--- src/rtl/sprite_palette_arbiter_if.sv ---
// Bundle of requester, palette and result-port signals for the sprite palette arbiter.
// The slave modport is the arbiter's view; master is the surrounding logic.
interface sprite_palette_arbiter_if;
  logic       req0;
  logic [3:0] idx0;
  logic       req1;
  logic [3:0] idx1;
  logic       gnt0;
  logic       gnt1;
  logic [3:0] pal_index;
  logic [3:0] pal_red;
  logic [3:0] pal_green;
  logic [3:0] pal_blue;
  logic       out_ready;
  logic       out_valid;
  logic       out_id;
  logic [3:0] red;
  logic [3:0] green;
  logic [3:0] blue;
  logic       transparent;

  modport slave (
    input  req0, idx0, req1, idx1,
    input  pal_red, pal_green, pal_blue,
    input  out_ready,
    output gnt0, gnt1, pal_index,
    output out_valid, out_id, red, green, blue, transparent
  );

  modport master (
    output req0, idx0, req1, idx1,
    output pal_red, pal_green, pal_blue,
    output out_ready,
    input  gnt0, gnt1, pal_index,
    input  out_valid, out_id, red, green, blue, transparent
  );
endinterface

--- src/rtl/sprite_palette_arbiter.sv ---
// Round-robin arbiter sharing one combinational palette between two sprite renderers,
// with a single-entry registered result slot and colour-key transparency flag.
module sprite_palette_arbiter #(
  parameter logic [11:0] TRANSPARENT_RGB = 12'hF0F
) (
  input logic clk,
  input logic rst_n,
  sprite_palette_arbiter_if.slave bus
);

  localparam int unsigned IDX_W = 4;
  localparam int unsigned CH_W  = 4;

  localparam logic [0:0] ST_EMPTY = 1'b0;
  localparam logic [0:0] ST_FULL  = 1'b1;

  logic [0:0]      state_q, state_d;
  logic            ptr_q, ptr_d;
  logic            id_q;
  logic [CH_W-1:0] red_q, green_q, blue_q;
  logic            transparent_q;

  logic             slot_free_c;
  logic             gnt0_c, gnt1_c, any_gnt_c;
  logic [IDX_W-1:0] pal_index_c;
  logic [11:0]      pal_rgb_c;

  // Grant decision: a held result blocks new lookups until it is consumed.
  always_comb begin
    slot_free_c = (state_q == ST_EMPTY) || bus.out_ready;
    gnt0_c      = rst_n && slot_free_c && bus.req0 && (!bus.req1 || ptr_q);
    gnt1_c      = rst_n && slot_free_c && bus.req1 && (!bus.req0 || !ptr_q);
    any_gnt_c   = gnt0_c || gnt1_c;
    pal_index_c = IDX_W'(0);
    if (gnt0_c) begin
      pal_index_c = bus.idx0;
    end else if (gnt1_c) begin
      pal_index_c = bus.idx1;
    end
    pal_rgb_c = {bus.pal_red, bus.pal_green, bus.pal_blue};
  end

  // Next-state for the result slot and round-robin pointer.
  always_comb begin
    state_d = state_q;
    ptr_d   = ptr_q;
    if (any_gnt_c) begin
      ptr_d = gnt1_c;
    end
    case (state_q)
      ST_EMPTY: begin
        if (any_gnt_c) begin
          state_d = ST_FULL;
        end
      end
      ST_FULL: begin
        if (bus.out_ready && !any_gnt_c) begin
          state_d = ST_EMPTY;
        end
      end
      default: state_d = ST_EMPTY;
    endcase
  end

  always_ff @(posedge clk or negedge rst_n) begin
    if (!rst_n) begin
      state_q <= ST_EMPTY;
      ptr_q   <= 1'b1;
    end else begin
      state_q <= state_d;
      ptr_q   <= ptr_d;
    end
  end

  // Result payload is captured only on a grant and otherwise holds.
  always_ff @(posedge clk or negedge rst_n) begin
    if (!rst_n) begin
      id_q          <= 1'b0;
      red_q         <= CH_W'(0);
      green_q       <= CH_W'(0);
      blue_q        <= CH_W'(0);
      transparent_q <= 1'b0;
    end else if (any_gnt_c) begin
      id_q          <= gnt1_c;
      red_q         <= bus.pal_red;
      green_q       <= bus.pal_green;
      blue_q        <= bus.pal_blue;
      transparent_q <= (pal_rgb_c == TRANSPARENT_RGB);
    end
  end

  assign bus.gnt0        = gnt0_c;
  assign bus.gnt1        = gnt1_c;
  assign bus.pal_index   = pal_index_c;
  assign bus.out_valid   = (state_q == ST_FULL);
  assign bus.out_id      = id_q;
  assign bus.red         = red_q;
  assign bus.green       = green_q;
  assign bus.blue        = blue_q;
  assign bus.transparent = transparent_q;

endmodule

--- src/flat_wrapper.sv ---
// flat-port wrapper written by rule: the top's interface ports become plain ports
module sprite_palette_arbiter_flat 
#(
  parameter logic [11:0] TRANSPARENT_RGB = 12'hF0F
)
  (clk, rst_n, bus_req0, bus_idx0, bus_req1, bus_idx1, bus_pal_red, bus_pal_green, bus_pal_blue, bus_out_ready, bus_gnt0, bus_gnt1, bus_pal_index, bus_out_valid, bus_out_id, bus_red, bus_green, bus_blue, bus_transparent);
  sprite_palette_arbiter_if bus_i ();
  input logic clk;
  input logic rst_n;
  input wire logic [$bits(bus_i.req0)-1:0] bus_req0;
  input wire logic [$bits(bus_i.idx0)-1:0] bus_idx0;
  input wire logic [$bits(bus_i.req1)-1:0] bus_req1;
  input wire logic [$bits(bus_i.idx1)-1:0] bus_idx1;
  input wire logic [$bits(bus_i.pal_red)-1:0] bus_pal_red;
  input wire logic [$bits(bus_i.pal_green)-1:0] bus_pal_green;
  input wire logic [$bits(bus_i.pal_blue)-1:0] bus_pal_blue;
  input wire logic [$bits(bus_i.out_ready)-1:0] bus_out_ready;
  output wire logic [$bits(bus_i.gnt0)-1:0] bus_gnt0;
  output wire logic [$bits(bus_i.gnt1)-1:0] bus_gnt1;
  output wire logic [$bits(bus_i.pal_index)-1:0] bus_pal_index;
  output wire logic [$bits(bus_i.out_valid)-1:0] bus_out_valid;
  output wire logic [$bits(bus_i.out_id)-1:0] bus_out_id;
  output wire logic [$bits(bus_i.red)-1:0] bus_red;
  output wire logic [$bits(bus_i.green)-1:0] bus_green;
  output wire logic [$bits(bus_i.blue)-1:0] bus_blue;
  output wire logic [$bits(bus_i.transparent)-1:0] bus_transparent;
  assign bus_i.req0 = bus_req0;
  assign bus_i.idx0 = bus_idx0;
  assign bus_i.req1 = bus_req1;
  assign bus_i.idx1 = bus_idx1;
  assign bus_i.pal_red = bus_pal_red;
  assign bus_i.pal_green = bus_pal_green;
  assign bus_i.pal_blue = bus_pal_blue;
  assign bus_i.out_ready = bus_out_ready;
  assign bus_gnt0 = bus_i.gnt0;
  assign bus_gnt1 = bus_i.gnt1;
  assign bus_pal_index = bus_i.pal_index;
  assign bus_out_valid = bus_i.out_valid;
  assign bus_out_id = bus_i.out_id;
  assign bus_red = bus_i.red;
  assign bus_green = bus_i.green;
  assign bus_blue = bus_i.blue;
  assign bus_transparent = bus_i.transparent;
  sprite_palette_arbiter #(.TRANSPARENT_RGB(TRANSPARENT_RGB)) u_core (.clk(clk), .rst_n(rst_n), .bus(bus_i));
endmodule
--- config.mk ---
export PLATFORM = sky130hd
export DESIGN_NAME = sprite_palette_arbiter_flat
export DESIGN_NICKNAME = d
export VERILOG_FILES = /design/src/rtl/sprite_palette_arbiter_if.sv /design/src/rtl/sprite_palette_arbiter.sv /design/src/flat_wrapper.sv
export SDC_FILE = /design/constraint.sdc
export NUM_CORES = 1
export LEC_CHECK = 0
export BUFFER_PORTS_ARGS = -buffer_cell sky130_fd_sc_hd__buf_2
export CAP_MARGIN = 25
export CORE_MARGIN = 1.5
export CORE_UTILIZATION = 44
export CTS_BUF_LIST = sky130_fd_sc_hd__clkbuf_4
export DETAILED_ROUTE_END_ITERATION = 6
export GPL_ROUTABILITY_DRIVEN = 0
export PLACE_DENSITY = 0.86
export SETUP_SLACK_MARGIN = 0.5
export SLEW_MARGIN = 20
export SYNTH_ARGS = -nofsm -noshare
export SYNTH_HDL_FRONTEND = slang
export SYNTH_SLANG_ARGS = --single-unit
--- constraint.sdc ---
create_clock -name clk -period 1.7 [get_ports clk]
set_clock_uncertainty 0.15 [all_clocks]
set_input_delay 0.255 -clock clk [delete_from_list [all_inputs] [get_ports clk]]
set_output_delay 0.255 -clock clk [all_outputs]
set_load 0.01 [all_outputs]
==> results of run 1 <==
[worst register-to-register path, delay by kind of cell (launching register included)]
| kind | cells | cell delay (ns) |
|---|---|---|
| AO/OA/AOI/OAI | 1 | 0.09 |
| flip-flops | 1 | 0.42 |
| AND/OR/NAND/NOR | 1 | 0.12 |
| multiplexers | 1 | 0.31 |
| buffers and inverters | 1 | 0.16 |
[per-layer routing]
| metal | wire, um | up-vias |
|---|---|---|
| li1 | - | 299 |
| met1 | 685 | 301 |
| met2 | 1080 | 33 |
| met3 | 158 | 0 |
| met4 | 0 | 0 |
| met5 | 0 | - |
[cell usage in the layout, fill, tap and decap left out]
cell and n:
a21o_1 2, a22o_1 4, and4_4 1, buf_12 1, buf_2 43, buf_4 11, buf_6 2, clkbuf_4 3
clkinv_1 1, dfrtp_1 15, dfstp_2 1, dlygate4sd3_1 1, inv_2 2, mux2_4 13, nand2_1 2, nand2b_4 1
nand4b_1 2, nand4bb_1 1, nor3_1 1, o2111ai_4 1, o211ai_4 1
[per-stage QoR]
step	total power (uW)	worst slack [ns]	instances	hold WS, ns
floorplan	681	0.235	49	-0.191
global placement	803	0.192	110	-0.0589
detailed placement	816	0.165	110	-0.0530
CTS	1050	-0.0586	120	0.0622
global route	1150	-0.164	125	0.0357
finish	1090	-0.113	125	0.0608
[power breakdown]
group | switching (uW) | internal (uW) | total, uW
Clock | 117 | 85.1 | 202
Sequential | 44.9 | 453 | 498
Combinational | 154 | 234 | 388
Total | 316 | 772 | 1090
[worst min-delay path by stage]
stage                           startpoint             endpoint  slack [ns]  cells after the start
final                     bus_pal_green[2]  u_core.bus.green[2]        0.06                      2
after global routing      bus_pal_green[2]  u_core.bus.green[2]        0.04                      2
after CTS                 bus_pal_green[2]  u_core.bus.green[2]        0.06                      2
after detailed placement             rst_n    u_core.bus.out_id       -0.05                      1
after global placement               rst_n    u_core.bus.out_id       -0.06                      1
after floorplan                      rst_n   u_core.bus.blue[0]       -0.19                      0
[timing repair]
action | 4_1_cts | 5_1_grt
pin swaps | 4 | 0
setup endpoints to repair | 36 | 36
buffers inserted | 5 | 5
endpoints found under the hold margin | 16 | 0
hold buffers | 1 | 0
resized for setup | 3 | 2
[state kept, by name, indices dropped and copies added (netlist names)]
name / count
u_core.bus.blue: 4
u_core.bus.green: 4
u_core.bus.red: 4
u_core.bus.out_id: 1
u_core.bus.out_valid: 1
u_core.bus.transparent: 1
u_core.ptr_q: 1
[cell families after synthesis]
kind of cell    count (synthesis)  share of synthesized area
buf+inv                         4                     0.0426
mux                            13                      0.236
simple gates                    8                     0.0835
flops                          16                      0.525
compound gates                  8                      0.113
[area by class of cell]
cell class / instances / share of cell area
clock buffer: 3 / 0.0193
clock inverter: 1 / 0.00322
inverter: 2 / 0.00644
multi-input combinational: 29 / 0.308
sequential: 16 / 0.345
tap: 16 / 0.0172
timing repair buffer: 58 / 0.301
==> summary.txt, run 1 <==
Placed design
  • Post-Place Cell Area: 1030 um^2
  • Quantity of I/O buffers inserted on ports: 45
  • Total half-perimeter wirelength after legalization and detailed placement: 1350 um

Power
  • Static leakage power: 0.000646 uW
  • Pwr/cell area: 934 nW/um^2
  • Worst VDD drop: 594 uV

Timing
  • # setup viols final: 5
  • Hold Vio Cnt, Final: 0
  • Slew Viols, Final: 0
  • Unrepaired setup endpoints after global routing: yes
  • Total Neg Setup Slack: -0.425 ns
  • Crit path time final: 1.81 ns
  • Min setup slack post-route: -0.113 ns
  • Relative slew slack: 0.866
  • Final cycle utilization of the critical path: 1.07
  • Max Clk Rate: 551 MHz
  • Worst Max-Slew Pin Slew: 0.201 ns

Layout
  • Register Area: 402 um^2
  • Area growth from synthesis to layout: 52.4%
  • Layout Nets: 135
  • Final cell area excluding filler cells: 1160 um^2
  • Number of inserted filler cells in the final layout: 113
  • Diode count: 0
  • Util after Layout: 0.747
  • Footprint of the multi-input gates: 359 um^2
  • Share of post-route cells with drive strength above 1: 0.734

Drt
  • Routed length per instance: 15.4 um
  • Remaining routing DRC violations: 5
  • Via Count: 633
  • Drt first-iter violations: 6
  • Wire length after detailed routing: 1920 um
  • Vias per cell: 5.06
  • Detailed-routing iteration count for the pre-antenna-repair pass: 6
  • Remaining antenna violation count after routing: 0

Floorplan
  • Die outline area: 2000 um^2
  • Initial core utilization: 0.490
  • Vertical extent of the die: 44.7 um
  • Horizontal extent of the die: 44.7 um
  • Number of rows created at floorplan: 14
  • I/O Pins: 46
  • Core region area: 1560 um^2

Critical path
  • Peak per-stage delay on the critical path: 0.58 ns
  • Source of the worst register-to-register timing path: u_core.bus.out_valid
  • Crit path buf inv count: 1
  • Highest net fanout along the worst path: 5
  • Data required time of the critical path: 1.29 ns
  • Worst Reg-to-Reg Cells: 4
  • Worst setup path start: u_core.ptr_q
  • Critical-path cell list: nand2_1, and4_4, a22o_1, buf_2
  • R2R Path End: u_core.bus.green[0]
  • Startpoint types: flip-flop
  • Reg2reg setup slack: 0.35 ns
  • Cell type group with the largest total delay on the critical path: flip-flops
  • Last element of the critical path: bus_pal_index[3]
  • Critical path arrival: 1.41 ns
  • Critical Path End Type: output port
  • Classification of the worst setup path: reg -> out
  • Slowest CP cell: dfstp_2
  • Cell count along the critical path: 4

Global route
  • Met1 Usage GRT: 0.214
  • Global-route wire length before repair: 2650 um
  • Initial antenna violation count: 0
  • Remaining global-route overflow: 0
  • Global router's overall resource usage: 0.192
  • Global Route met3 Usage: 0.0531
  • Number of global-route vias before repair: 630
  • Pin count of the biggest net entering global routing: 15
  • GRT busiest layer: met2
  • Global-route track usage on met2: 0.348

CTS
  • CTS Buf Count: 3
  • CTS tree: done
  • Clock transition at the registers of the reported paths: 0.09 ns
  • Clock net sink count: 16
  • Max clock buf depth: 2
  • H-tree lvl count: 1
  • Root Buffer Master: clkbuf_4
  • Later-pin clock latency in the skew report: 0.28 ns

Synth
  • Sequential element share of the synthesized area: 0.525
  • Warnings from Yosys: 0
  • Synth top area cells: dfrtp_1 49%, mux2_4 18%, mux2_2 5.9%, a22o_1 4.6%, dfstp_2 3.4%
  • Number of distinct library cells after synthesis: 17
  • Library cell occupying the most area in the post-synthesis netlist: dfrtp_1
  • Synth Net Count: 74
  • Fraction of registers with async set or reset after synthesis: 1.00
  • Most common flop cell mapped by yosys: dfrtp_1
  • Top cell types by occurrence after synthesis: 15 x dfrtp_1, 9 x mux2_4, 4 x a22o_1, 4 x mux2_2
  • Netlist area before placement: 764 um^2
  • Count of flip-flops with a built-in enable after synthesis: 0
  • Mean area per synthesized cell: 15.6 um^2
  • Synth top area share: 0.491
  • Most common cell in the netlist: dfrtp_1
  • Number of instances in the synthesized netlist: 49
  • Number of synthesized register bits: 16

Min path
  • Class of the most critical hold timing path: in -> reg

Status
  • Violated checks: design-rule violations, negative setup slack
  • Result of the run: finished with violations

Run
  • MaxCap Viol Count: 0
Power figures use the tool's default switching activity.
==> inputs of run 2 (changes only) <==
--- a/config.mk
+++ b/config.mk
@@ -5,7 +5,7 @@
 export SDC_FILE = /design/constraint.sdc
 export NUM_CORES = 1
 export LEC_CHECK = 0
-export BUFFER_PORTS_ARGS = -buffer_cell sky130_fd_sc_hd__buf_2
+export BUFFER_PORTS_ARGS = -buffer_cell sky130_fd_sc_hd__buf_4
 export CAP_MARGIN = 25
 export CORE_MARGIN = 1.5
 export CORE_UTILIZATION = 44
@@ -13,8 +13,9 @@
 export DETAILED_ROUTE_END_ITERATION = 6
 export GPL_ROUTABILITY_DRIVEN = 0
 export PLACE_DENSITY = 0.86
+export REMOVE_ABC_BUFFERS = 1
 export SETUP_SLACK_MARGIN = 0.5
-export SLEW_MARGIN = 20
+export SLEW_MARGIN = 5
 export SYNTH_ARGS = -nofsm -noshare
 export SYNTH_HDL_FRONTEND = slang
 export SYNTH_SLANG_ARGS = --single-unit
==> run 2 against run 1 <==
  * The run still ends with design-rule violations, negative setup slack left
  * Global-route usage rose by 4.1 points
  * Die area is the same
  * Core utilization increased by 13 points
  * Routed wire length up 35%
  * Total power rose by 14%
  * Clock-buffer cell count did not move
  * Critical endpoint is now bus_pal_index[2]
  * Largest power group is now combinational logic
  * Highest routed layer is now met4
==> summary.txt, run 2 (same netlist as run 1, synthesis figures left out) <==
Status
  • Result of the run: finished with violations
  • Violated checks: design-rule violations, negative setup slack

Drt
  • Vias per cell: 5.49
  • Remaining routing DRC violations: 5
  • Wire length after detailed routing: 2590 um
  • Remaining antenna violation count after routing: 0
  • Via Count: 714
  • Routed length per instance: 19.9 um
  • Drt first-iter violations: 17
  • Detailed-routing iteration count for the pre-antenna-repair pass: 6

Floorplan
  • Vertical extent of the die: 44.7 um
  • I/O Pins: 46
  • Initial core utilization: 0.490
  • Horizontal extent of the die: 44.7 um
  • Core region area: 1560 um^2
  • Number of rows created at floorplan: 14
  • Die outline area: 2000 um^2

Layout
  • Number of inserted filler cells in the final layout: 74
  • Footprint of the multi-input gates: 350 um^2
  • Share of post-route cells with drive strength above 1: 0.754
  • Commonest cells after routing, fill and taps aside: 42 x buf_4, 18 x buf_6, 15 x dfrtp_1
  • Commonest non-fill, non-tap cell in the layout: buf_4
  • Layout Nets: 140
  • Register Area: 402 um^2
  • Area growth from synthesis to layout: 79.7%
  • Diode count: 0

CTS
  • Max clock buf depth: 2
  • H-tree lvl count: 1
  • CTS Buf Count: 3
  • Clock transition at the registers of the reported paths: 0.10 ns
  • Clock net sink count: 16
  • Root Buffer Master: clkbuf_4
  • CTS tree: done
  • Later-pin clock latency in the skew report: 0.29 ns

Critical path
  • Classification of the worst setup path: reg -> out
  • Startpoint types: flip-flop
  • Data required time of the critical path: 1.29 ns
  • Highest net fanout along the worst path: 6
  • Critical Path End Type: output port
  • Critical path arrival: 1.45 ns

Timing
  • # setup viols final: 5
  • Total Neg Setup Slack: -0.613 ns
  • Relative slew slack: 0.788
  • Final cycle utilization of the critical path: 1.09
  • Max Clk Rate: 539 MHz
  • Hold WS: 0.0479 ns
  • Worst Max-Slew Pin Slew: 0.317 ns
  • Min setup slack post-route: -0.157 ns
  • Hold Vio Cnt, Final: 0
  • Crit path time final: 1.86 ns
  • Slew Viols, Final: 0
  • Unrepaired setup endpoints after global routing: yes

Placed design
  • Quantity of I/O buffers inserted on ports: 45
  • Total half-perimeter wirelength after legalization and detailed placement: 1310 um

Global route
  • Remaining global-route overflow: 0
  • Global-route wire length before repair: 3250 um
  • Global router's overall resource usage: 0.233
  • Number of global-route vias before repair: 720
  • Pin count of the biggest net entering global routing: 11
  • Initial antenna violation count: 0

Power
  • Pwr/cell area: 901 nW/um^2
  • Worst VDD drop: 749 uV
  • Static leakage power: 0.000727 uW

Min path
  • Class of the most critical hold timing path: in -> reg

Run
  • MaxCap Viol Count: 0
## run 2: final cells by class
class / instances / area share
Clock buffer: 3 / 0.0164
Clock inverter: 1 / 0.00273
Timing Repair Buffer: 63 / 0.413
Multi-Input combinational cell: 29 / 0.255
Sequential cell: 16 / 0.292
Tap cell: 16 / 0.0146
Inverter: 2 / 0.00546
## run 2: path summary, 6_finish.rpt
| kind | from | end | slack [ns] | depth (start not counted) |
|---|---|---|---|---|
| worst max register to register | u_core.bus.out_valid | u_core.bus.transparent | 0.22 | 5 |
| worst min-delay path | bus_pal_green[2] | u_core.bus.green[2] | 0.05 | 2 |
| worst min register to register | u_core.ptr_q | u_core.ptr_q | 0.39 | 1 |
| max in group asynchronous | rst_n | u_core.bus.red[2] | 0.66 | 3 |
| min in group asynchronous | rst_n | u_core.bus.blue[1] | 0.28 | 2 |
| worst max-delay path | u_core.ptr_q | bus_pal_index[2] | -0.16 | 4 |
## run 2: critical path, cell delays in order, from the launching register on
cell     delay, ns
dfstp_2       0.57
nand2_1       0.08
and4_4        0.18
a22o_1        0.19
buf_4         0.15
## run 2: routing by layer
metal | vias to the layer above | global-route usage | routed length [um] | share of wire
met1 | 338 | 0.276 | 916 | 0.35
met5 | - | 0 | 0 | 0
met2 | 49 | 0.403 | 1320 | 0.51
li1 | 313 | - | - | -
met3 | 14 | 0.0571 | 253 | 0.098
met4 | 0 | 0.0909 | 99 | 0.038
## run 2: stage by stage
stage / power [uW] / std cells / worst slack (ns) / cell area, um^2 / util
6_report: 1240 / 130 / -0.157 / 1370 / 0.881
2_1_floorplan: 659 / 47 / 0.211 / 739 / -
3_3_place_gp: 842 / 109 / 0.116 / 1100 / 0.709
5_1_grt: 1280 / 130 / -0.183 / 1370 / 0.881
3_5_place_dp: 850 / 109 / 0.0950 / 1100 / 0.709
4_1_cts: 1180 / 125 / -0.0984 / 1330 / 0.856
## run 2: power breakdown
| part | total [uW] | internal [uW] | switching (uW) | leakage, uW |
|---|---|---|---|---|
| clock | 209 | 85.4 | 124 | 0.0000154 |
| sequential | 512 | 453 | 58.6 | 0.000188 |
| combinational | 517 | 341 | 175 | 0.000523 |
## run 2: repair_timing
action,in CTS,in global routing
setup endpoints to repair,36,37
hold endpoints to repair,16,0
hold buffers,1,0
pin swaps,1,0
gates resized for setup,24,1
setup buffers,11,5
==> inputs of run 3 (changes only) <==
--- a/config.mk
+++ b/config.mk
@@ -12,7 +12,7 @@
 export CTS_BUF_LIST = sky130_fd_sc_hd__clkbuf_4
 export DETAILED_ROUTE_END_ITERATION = 6
 export GPL_ROUTABILITY_DRIVEN = 0
-export PLACE_DENSITY = 0.86
+export PLACE_DENSITY = 0.81
 export REMOVE_ABC_BUFFERS = 1
 export SETUP_SLACK_MARGIN = 0.5
 export SLEW_MARGIN = 5
==> run 3 against run 2 <==
  * Critical endpoint is now bus_pal_index[3]
  * Largest power group is now sequential cells
  * Total power shrank 2.7%
  * First-iteration DRC count shrank 35%
  * Via count shrank 4.3%
  * Critical path type unchanged
  * Worst setup slack gained 0.0069 ns
  * Clock-buffer cell count is the same
  * Clock power is essentially flat
  * Die area is the same
  * Register-to-register slack gained 0.02 ns
  * Worst hold slack lost 0.0039 ns
  * The run still ends with design-rule violations, negative setup slack left
==> summary.txt, run 3 (same netlist as run 1, synthesis figures left out) <==
Timing
  • Hold Vio Cnt, Final: 0
  • Worst Max-Slew Pin Slew: 0.657 ns
  • Max Clk Rate: 541 MHz
  • Unrepaired setup endpoints after global routing: yes
  • Relative slew slack: 0.560
  • Crit path time final: 1.85 ns
  • Slew Viols, Final: 0
  • # setup viols final: 5
  • Final cycle utilization of the critical path: 1.09
  • Min setup slack post-route: -0.150 ns

Critical path
  • Highest net fanout along the worst path: 5
  • Critical Path End Type: output port
  • Crit path buf inv count: 2
  • Cell type group with the largest total delay on the critical path: flip-flops
  • Critical path arrival: 1.45 ns
  • Critical-path cell list: nand2b_4, o2111ai_4, inv_2, a22o_1, buf_6
  • Classification of the worst setup path: reg -> out
  • Peak per-stage delay on the critical path: 0.44 ns
  • Startpoint types: flip-flop
  • Data required time of the critical path: 1.29 ns
  • Slowest CP cell: dfrtp_1

Drt
  • Detailed-routing iteration count for the pre-antenna-repair pass: 6
  • Remaining antenna violation count after routing: 0
  • Drt first-iter violations: 11
  • Vias per cell: 5.42
  • Via Count: 683
  • Remaining routing DRC violations: 4
  • Routed length per instance: 17.6 um
  • Wire length after detailed routing: 2220 um

CTS
  • Later-pin clock latency in the skew report: 0.29 ns
  • Clock net sink count: 16
  • Root Buffer Master: clkbuf_4
  • H-tree lvl count: 1
  • CTS Buf Count: 3
  • Max clock buf depth: 2
  • Clock transition at the registers of the reported paths: 0.10 ns
  • CTS tree: done

Floorplan
  • Horizontal extent of the die: 44.7 um
  • Core region area: 1560 um^2
  • I/O Pins: 46
  • Initial core utilization: 0.490
  • Die outline area: 2000 um^2
  • Vertical extent of the die: 44.7 um
  • Number of rows created at floorplan: 14

Layout
  • Commonest non-fill, non-tap cell in the layout: buf_4
  • Util after Layout: 0.854
  • Non-filler instance count after layout: 126
  • Commonest cells after routing, fill and taps aside: 39 x buf_4, 19 x buf_6, 15 x dfrtp_1
  • Layout Nets: 136
  • Area growth from synthesis to layout: 74.1%
  • Final cell area excluding filler cells: 1330 um^2
  • Diode count: 0
  • Share of post-route cells with drive strength above 1: 0.736

Global route
  • Global router's overall resource usage: 0.191
  • Pin count of the biggest net entering global routing: 16
  • Remaining global-route overflow: 0
  • Global-route wire length before repair: 2790 um
  • Number of global-route vias before repair: 630
  • Initial antenna violation count: 0

Placed design
  • Total half-perimeter wirelength after legalization and detailed placement: 1270 um
  • Worst slack at placement: 0.102 ns
  • Post-Place Cell Area: 1100 um^2
  • Quantity of I/O buffers inserted on ports: 45
  • Placed cells: 109

Status
  • Result of the run: finished with violations
  • Violated checks: design-rule violations, negative setup slack

Min path
  • Class of the most critical hold timing path: in -> reg

Run
  • MaxCap Viol Count: 0

Power
  • Worst VDD drop: 671 uV
  • Static leakage power: 0.000698 uW
  • Total power draw: 1200 uW
  • Pwr/cell area: 905 nW/um^2
==> run 3: cell types whose count changed in the layout (fill, tap and decap cells not counted), sizes merged <==
cell,before,now
buf,62,58
==> run 3: where the power goes <==
part	leakage [uW]	total (uW)	internal [uW]	switching, uW
clock network	0.0000154	207	85.3	122
registers	0.000188	514	453	60.1
logic	0.000494	484	323	161
==> run 3: per-layer routing <==
layer	global-route usage	wire length, um	vias up	part of all wire
met5	0	0	-	0
met1	0.262	866	324	0.39
li1	-	-	306	-
met3	0.0531	183	8	0.082
met2	0.296	1110	45	0.50
met4	0.0545	66	0	0.030
==> run 3: final cells by class <==
| cell class | instances | area (um^2) |
|---|---|---|
| Timing Repair Buffer | 59 | 517 |
| Sequential cell | 16 | 402 |
| Multi-Input combinational cell | 29 | 359 |
| Fill cell | 75 | 228 |
| Clock buffer | 3 | 22.5 |
| Tap cell | 16 | 20.0 |
| Inverter | 2 | 7.51 |
| Clock inverter | 1 | 3.75 |
==> run 3: what timing repair did <==
| action | in CTS | in global routing |
|---|---|---|
| pin swaps | 1 | 1 |
| gates resized for setup | 23 | 3 |
| endpoints found under the hold margin | 15 | 0 |
| buffers inserted | 6 | 6 |
| hold buffers | 1 | 0 |
| endpoints found under the setup margin | 36 | 36 |
==> run 3: worst paths after layout <==
kind	start	endpoint	slack, ns	cells past startpoint
worst max-delay path	u_core.bus.out_valid	bus_pal_index[3]	-0.15	5
worst min-delay path	bus_pal_red[1]	u_core.bus.red[1]	0.04	2
worst max register to register	u_core.bus.out_valid	u_core.bus.green[1]	0.24	3
worst min register to register	u_core.bus.green[0]	u_core.bus.green[0]	0.39	1
max in group asynchronous	rst_n	u_core.ptr_q	0.70	3
min in group asynchronous	rst_n	u_core.bus.out_id	0.21	2
==> run 3: worst register-to-register path, delay by kind of cell, from the launching register on <==
| kind | cells | cell delay, ns |
|---|---|---|
| DFF | 1 | 0.44 |
| AOI/OAI and AO/OA | 1 | 0.29 |
| and+or+nand+nor | 1 | 0.11 |
| muxes | 1 | 0.36 |
==> run 3: stage by stage <==
stage          hold slack [ns]  TNS (ns)
4_1_cts                 0.0535    -0.335
5_1_grt                 0.0282    -0.950
3_3_place_gp           -0.0888         0
3_5_place_dp           -0.0856         0
2_1_floorplan           -0.191         0
6_report                0.0440    -0.615
